File: config.mk
export PLATFORM = sky130hd
export DESIGN_NAME = dmem_ctrl
export DESIGN_NICKNAME = d
export VERILOG_FILES = /design/src/rtl/dmem_ctrl.sv
export SDC_FILE = /design/constraint.sdc
export NUM_CORES = 1
export LEC_CHECK = 0
export CAP_MARGIN = 15
export CORE_MARGIN = 4
export CORE_UTILIZATION = 54
export CTS_BUF_LIST = sky130_fd_sc_hd__clkbuf_16
export DETAILED_ROUTE_END_ITERATION = 10
export PLACE_DENSITY = 0.77
export SLEW_MARGIN = 20
export SYNTH_ARGS = -nofsm -noshare
export SYNTH_HDL_FRONTEND = slang
export SYNTH_SLANG_ARGS = --single-unit
File: constraint.sdc
create_clock -name clk -period 3.55 [get_ports clk]
set_clock_uncertainty 0.15 [all_clocks]
set_input_delay 0.71 -clock clk [delete_from_list [all_inputs] [get_ports clk]]
set_output_delay 0.71 -clock clk [all_outputs]
set_load 0.005 [all_outputs]
File: src/rtl/dmem_ctrl.sv
// dmem_ctrl: single-port synchronous data RAM behind a req/ack handshake with wait states, byte enables, clear sweep and bounds checking
module dmem_ctrl #(
  parameter int DATA_W      = 16,
  parameter int ADDR_W      = 16,
  parameter int DEPTH       = 8,
  parameter int WAIT_CYCLES = 0,
  parameter int INIT_CLEAR  = 1
) (
  input  logic                clk,
  input  logic                rst_n,
  input  logic                req,
  input  logic                we,
  input  logic [ADDR_W-1:0]   addr,
  input  logic [DATA_W-1:0]   wdata,
  input  logic [DATA_W/8-1:0] be,
  output logic [DATA_W-1:0]   rdata,
  output logic                ack,
  output logic                err,
  output logic                busy
);
  localparam int AW = DEPTH > 1 ? $clog2(DEPTH) : 1;
  localparam int NB = DATA_W / 8;
  typedef enum logic [1:0] {CLEAR, IDLE, WAIT, RESP} state_t;
  state_t state, state_nx;
  logic [DATA_W-1:0] mem [DEPTH];
  logic [AW-1:0] clr_idx;
  logic [3:0] wcnt;
  logic l_we, c_we, accept, commit, in_range;
  logic [ADDR_W-1:0] l_addr, c_addr;
  logic [DATA_W-1:0] l_wdata, c_wdata;
  logic [NB-1:0] l_be, c_be;
  // with no wait states the commit edge is the accept edge, so the live inputs are used there
  always_comb begin
    accept   = state == IDLE && req;
    c_we     = accept ? we : l_we;
    c_addr   = accept ? addr : l_addr;
    c_wdata  = accept ? wdata : l_wdata;
    c_be     = accept ? be : l_be;
    commit   = (accept && WAIT_CYCLES == 0) || (state == WAIT && wcnt == 4'(WAIT_CYCLES - 1));
    in_range = {1'b0, c_addr} < (ADDR_W + 1)'(DEPTH);
    ack      = state == RESP;
    busy     = state != IDLE;
  end
  always_comb begin
    state_nx = state;
    case (state)
      CLEAR: if (clr_idx == AW'(DEPTH - 1)) state_nx = IDLE;
      IDLE:  if (req) state_nx = WAIT_CYCLES > 0 ? WAIT : RESP;
      WAIT:  if (commit) state_nx = RESP;
      RESP:  state_nx = IDLE;
    endcase
  end
  always_ff @(posedge clk or negedge rst_n)
    if (!rst_n) state <= INIT_CLEAR != 0 ? CLEAR : IDLE;
    else state <= state_nx;
  always_ff @(posedge clk or negedge rst_n)
    if (!rst_n) begin
      clr_idx <= '0;
      wcnt    <= '0;
      rdata   <= '0;
      err     <= 1'b0;
      l_we    <= 1'b0;
      l_addr  <= '0;
      l_wdata <= '0;
      l_be    <= '0;
    end else begin
      clr_idx <= state == CLEAR ? clr_idx + 1'b1 : '0;
      wcnt    <= state == WAIT ? wcnt + 1'b1 : '0;
      err     <= commit && !in_range;
      if (accept) begin
        l_we    <= we;
        l_addr  <= addr;
        l_wdata <= wdata;
        l_be    <= be;
      end
      if (commit && !c_we) rdata <= in_range ? mem[c_addr[AW-1:0]] : '0;
    end
  // storage has no reset; the rst_n gate keeps a held-in-reset controller from writing
  always_ff @(posedge clk)
    if (rst_n) begin
      if (state == CLEAR) mem[clr_idx] <= '0;
      else if (commit && c_we && in_range)
        for (int i = 0; i < NB; i++)
          if (c_be[i]) mem[c_addr[AW-1:0]][8*i +: 8] <= c_wdata[8*i +: 8];
    end
endmodule

==> flow_metrics.tcl, run 1 <==
set metrics [dict create \
    ys_seq_elements 189 \
    antenna_left 0 \
    netlist_top_cells_area "edfxtp_1, dfrtp_1, nand2_1" \
    rr_worst_depth 10 \
    yosysWarnings 0 \
    final_cell_mix "edfxtp_1, nand2_1, dfrtp_1" \
    arrival_ns 3.27 \
    die_area_sq_um 16400 \
    critPathLaunch "state[1]" \
    fin_crit_sh 0.949 \
    cts_tree "done" \
    start_util 0.556 \
    die_h_um 128 \
    startpoint_type "register" \
    worst_hold_slack_ns 0.164 \
    drc 0 \
    drt_first_pass_iters 6 \
    finalCriticalPeriod_ns 3.37 \
    layout-drive-gt1-share 0.162 \
    ys_seq_area_frac 0.691 \
    areaGrowthSynthToFinish_pct 19.9 \
    clkLatencyLatePin_ns 0.42 \
    design_area_sq_um 9320 \
    synth_edf_count 128 \
    avgSynthCellArea_sq_um 13.0 \
    async_flop_share 0.323 \
    synth_nets 643 \
    diodes 0 \
    yosys.area.top_type_share 0.494 \
    powerDensity_nw_per_um2 671 \
    slew_headroom 0.501 \
    vdd_drop_max_mv 0.418 \
    critPathCaptureType "register" \
    core_area_sq_um 14000 \
    worst_pin_slew_ns 0.745 \
    critPathRequiredTime_ns 3.45 \
    antenna_found_initial 0 \
    routedWlPerCell_um 19.8 \
    nets 731 \
    dp_hpwl_um 12200 \
    p_leak_nw 3.42 \
    drv_cap 0 \
    cts-resized-gates 0 \
    p_total_mw 6.26 \
    io_buffers 56 \
    setup_viol 0 \
    reg2reg_from "state[1]" \
    crit_type "reg -> reg" \
    cts_max_path_buffers 2 \
    rsz0062_at_grt "no" \
    grt_max_degree 52 \
    die_width_um 128 \
    std_cell_rows 43 \
    place_congestion 0.854 \
    fmax_ghz 0.297 \
    grt_usage 0.223 \
    cts_buffers 17 \
    num_vias 5190 \
    synth_area_sq_um 7770 \
    r2r_end "mem[3][8]" \
    cts_root_buf "clkbuf_16" \
    r2r_slack_ns 0.18 \
    crit_fanout 8 \
    synthesis.instances 598 \
    synth_top_cell_by_area "edfxtp_1" \
    via_per_inst 5.90 \
    postCtsHoldBufs 0 \
    grt_pass1_vias 5364 \
    hold_class "in -> async" \
    clkSlewWorstSetupHoldPaths_ns 0.07 \
    io_pins 57 \
    synth.distinct_cells 45 \
    cts.sinks 189 \
    drt-total-wl_um 17400 \
    drt_iter0_drc 599 \
    overflow 0 \
    slew_violations 0 \
    hold_viol 0 \
    post_cts_buffers 0 \
    run_status "completed" \
    h-tree-depth 4 \
    synth_flop_cell "edfxtp_1" \
    grt_pass1_wl_um 28000 \
    fillers 985 \
    detailed_place.area_sq_um 8800 \
    final_common_cell "edfxtp_1" \
]
[worst max-delay path by stage]
stage / endpoint / slack, ns
final: mem[3][8] / 0.18
after global routing: mem[6][10] / 0.02
after CTS: mem[3][2] / 0.16
after detailed placement: mem[3][4] / -0.19
after global placement: mem[3][4] / -0.1
after floorplan: mem[1][0] / 0.40
[power by group]
part	switching [mW]	internal (mW)
combinational	1.16	0.767
clock	0.756	0.937
sequential	0.0861	2.55
total	2.01	4.25
[synthesized netlist by cell type (all sizes together), types with 11 or more instances]
cell type and count:
and3 18, clkbuf 24, o21ai 18, nand2 124
dfrtp 61, a311oi 16, buf 11, nand3 35
nor2 21, edfxtp 128, nor3b 18, mux2 32
a211oi 17, a31oi 19
[metrics by stage]
step           setup WS (ns)  instances  utilization  setup TNS [ns]
3_3_place_gp         -0.0990        847        0.629           -2.27
5_1_grt               0.0202        879        0.666               0
3_5_place_dp          -0.188        847        0.629           -8.55
4_1_cts                0.163        879        0.666               0
6_report               0.179        879        0.666               0
2_1_floorplan          0.401        598            -               0
[cells by family (layout without fill, tap and decap cells)]
group	count (synthesis)	after routing	share of synthesized area
buf+inv	44	145	0.0240
fa+ha+maj	7	7	0.0113
simple gates	235	235	0.141
xor+xnor	2	2	0.00225
flops	189	189	0.691
compound gates	85	85	0.0790
mux	36	36	0.0520
[sequential cells by signal (all words and copies together) (netlist names)]
name and count:
wcnt 4, state 2, l_we 1, l_wdata 16
mem 128, rdata 16, clr_idx 3, l_be 2
err 1, l_addr 16
[critical path, cell delays in order (launching register included)]
cell and delay [ns]:
dfrtp_1 0.38, inv_1 0.09, ha_1 0.27, buf_4 0.19
a21boi_0 0.25, o221ai_1 0.21, a2111oi_4 0.36, buf_4 0.22
mux2_4 0.18, nand2_1 0.10, nor2_1 0.60
[cell type report]
| cell class | count | area [sq um] | area share |
|---|---|---|---|
| Sequential cell | 189 | 5370 | 0.576 |
| Multi-Input combinational cell | 365 | 2240 | 0.241 |
| Timing Repair Buffer | 104 | 928 | 0.0996 |
| Clock buffer | 17 | 425 | 0.0456 |
| Tap cell | 180 | 225 | 0.0242 |
| Clock inverter | 15 | 93.8 | 0.0101 |
| Inverter | 9 | 33.8 | 0.00362 |
[layer usage]
metal  track usage  vias up  share of wire
met5             0        -              0
met4        0.0674        0          0.017
met3        0.0546       30          0.077
met2         0.359      235           0.49
met1         0.304     2543           0.42
li1              -     2382              -
Note: power is estimated with default switching activity, not from simulation.
==> run 2: changes to the inputs <==
CORE_UTILIZATION = 31   (was 54)
PLACE_DENSITY = 0.51   (was 0.77)
==> flow_metrics.tcl, run 2 (synthesized netlist as in run 1, its figures left out) <==
set metrics [dict create \
    drc 0 \
    switching_share 0.311 \
    run_status "completed" \
    rsz0062_at_grt "no" \
    die_width_um 166 \
    routedWlPerCell_um 18.3 \
    cts.sinks 189 \
    antenna_found_initial 0 \
    grt_pass1_vias 5190 \
    met3_usage 0.0298 \
    cts_buffers 17 \
    hold_viol 0 \
    die_area_sq_um 27700 \
    crit_fanout 8 \
    power_switching_mw 2.11 \
    multi_input_area_sq_um 2250 \
    grt_usage 0.141 \
    drt-total-wl_um 18900 \
    fillers 2267 \
    clkSlewWorstSetupHoldPaths_ns 0.07 \
    crit_type "in -> reg" \
    final_common_cell "edfxtp_1" \
    io_pins 57 \
    p_total_mw 6.78 \
    finalCriticalPeriod_ns 3.33 \
    powerDensity_nw_per_um2 694 \
    grt_max_degree 65 \
    via_per_inst 4.87 \
    crit_path_cell_trace "clkdlybuf4s50_1, and3_1, o221ai_1, a2111oi_4, buf_4, mux2_4, nand2_1, nor2_1" \
    cts_tree "done" \
    p_seq_frac 0.388 \
    grt_util_met2 0.210 \
    critPathCaptureType "register" \
    comb_power_share 0.294 \
    layout-drive-gt1-share 0.188 \
    cts_max_path_buffers 2 \
    critPathSlowestCell "clkdlybuf4s50_1" \
    place_congestion 0.819 \
    slew_headroom 0.413 \
    num_vias 5051 \
    areaGrowthSynthToFinish_pct 25.5 \
    arrival_ns 3.23 \
    drv_cap 0 \
    io_buffers 56 \
    h-tree-depth 4 \
    overflow 0 \
    drt_first_pass_iters 5 \
    std_cell_rows 57 \
    dpl.cell_count 1005 \
    hold_class "reg -> reg" \
    pwr-share-clk 0.318 \
    r2r_slack_ns 0.34 \
    fin_crit_sh 0.937 \
    final-seq-area_sq_um 5370 \
    dp_hpwl_um 13300 \
    start_util 0.318 \
    regMostFlops "mem" \
    p_leak_nw 3.55 \
    instances_no_fill 1037 \
    die_h_um 166 \
    nets 745 \
    vdd_drop_max_mv 0.391 \
    largest_reg_flops 128 \
    setup_viol 0 \
    slew_violations 0 \
    worst_pin_slew_ns 0.880 \
    slowest_delay_ns 0.65 \
    final_cell_mix "edfxtp_1, nand2_1, dfrtp_1, buf_4, clkdlybuf4s50_1" \
    cts_root_buf "clkbuf_16" \
    power.internal_mw 4.67 \
    top_usage_layer "met1" \
    diodes 0 \
    clkLatencyLatePin_ns 0.43 \
    core_area_sq_um 24500 \
    critPathRequiredTime_ns 3.45 \
    fmax_ghz 0.301 \
    grt_pass1_wl_um 30600 \
    met1_usage 0.210 \
    drt_iter0_drc 343 \
    startpoint_type "input pin" \
    crit_family "simple AND/OR/NAND/NOR gates" \
    crit_buf_inv 2 \
    antenna_left 0 \
]
-- run 2: changes by cell type in the layout (fill, tap and decap cells not counted), sizes merged --
cell      delta
bufinv       +5
clkinv       -4
clkinvlp     -1
buf         +14
-- run 2: final cells by class --
type	count	share of cell area
Clock buffer	17	0.0436
Clock inverter	15	0.0250
Inverter	9	0.00346
Multi-Input combinational cell	365	0.230
Sequential cell	189	0.550
Tap cell	324	0.0415
Timing Repair Buffer	118	0.106
-- run 2: final timing paths --
path,from,end,depth (start not counted)
setup / recovery,req,mem[6][3],8
hold / removal,wcnt[0],wcnt[0],1
setup reg to reg,state[1],mem[6][3],9
hold reg to reg,wcnt[0],wcnt[0],1
max in group asynchronous,rst_n,rdata[10],2
min in group asynchronous,rst_n,l_wdata[2],2
-- run 2: metal layers --
metal / part of all wire / wire length, um / vias up
li1: - / - / 2406
met5: 0 / 0 / -
met3: 0.039 / 743 / 12
met2: 0.46 / 8680 / 120
met4: 0.0093 / 176 / 0
met1: 0.49 / 9350 / 2513
-- run 2: what timing repair did --
action                                  in CTS  in global routing
buffers inserted                             0                  0
endpoints found under the setup margin       0                 19
resized for setup                            0                  2
hold buffers                                 0                  0
-- run 2: metrics by stage --
stage                     setup WS, ns  cell area [sq um]  hold slack [ns]  TNS, ns   util
after CTS                        0.212               9750            0.316        0  0.399
after floorplan                  0.401               7770            0.264        0      -
after global routing             0.124               9760            0.331        0  0.399
after detailed placement        -0.181               9080            0.305    -8.95  0.371
final                            0.223               9760            0.318        0  0.399
after global placement         -0.0752               9080            0.293    -2.78  0.371
-- run 2: power groups by stage --
stage / Combinational (mW) / Clock [mW] / Sequential, mW
final: 1.99 / 2.15 / 2.63
after global routing: 2.20 / 2.30 / 2.66
after CTS: 2.00 / 2.19 / 2.63
after detailed placement: 2.00 / 0 / 2.68
after global placement: 1.99 / 0 / 2.67
after floorplan: 1.30 / 0 / 2.64
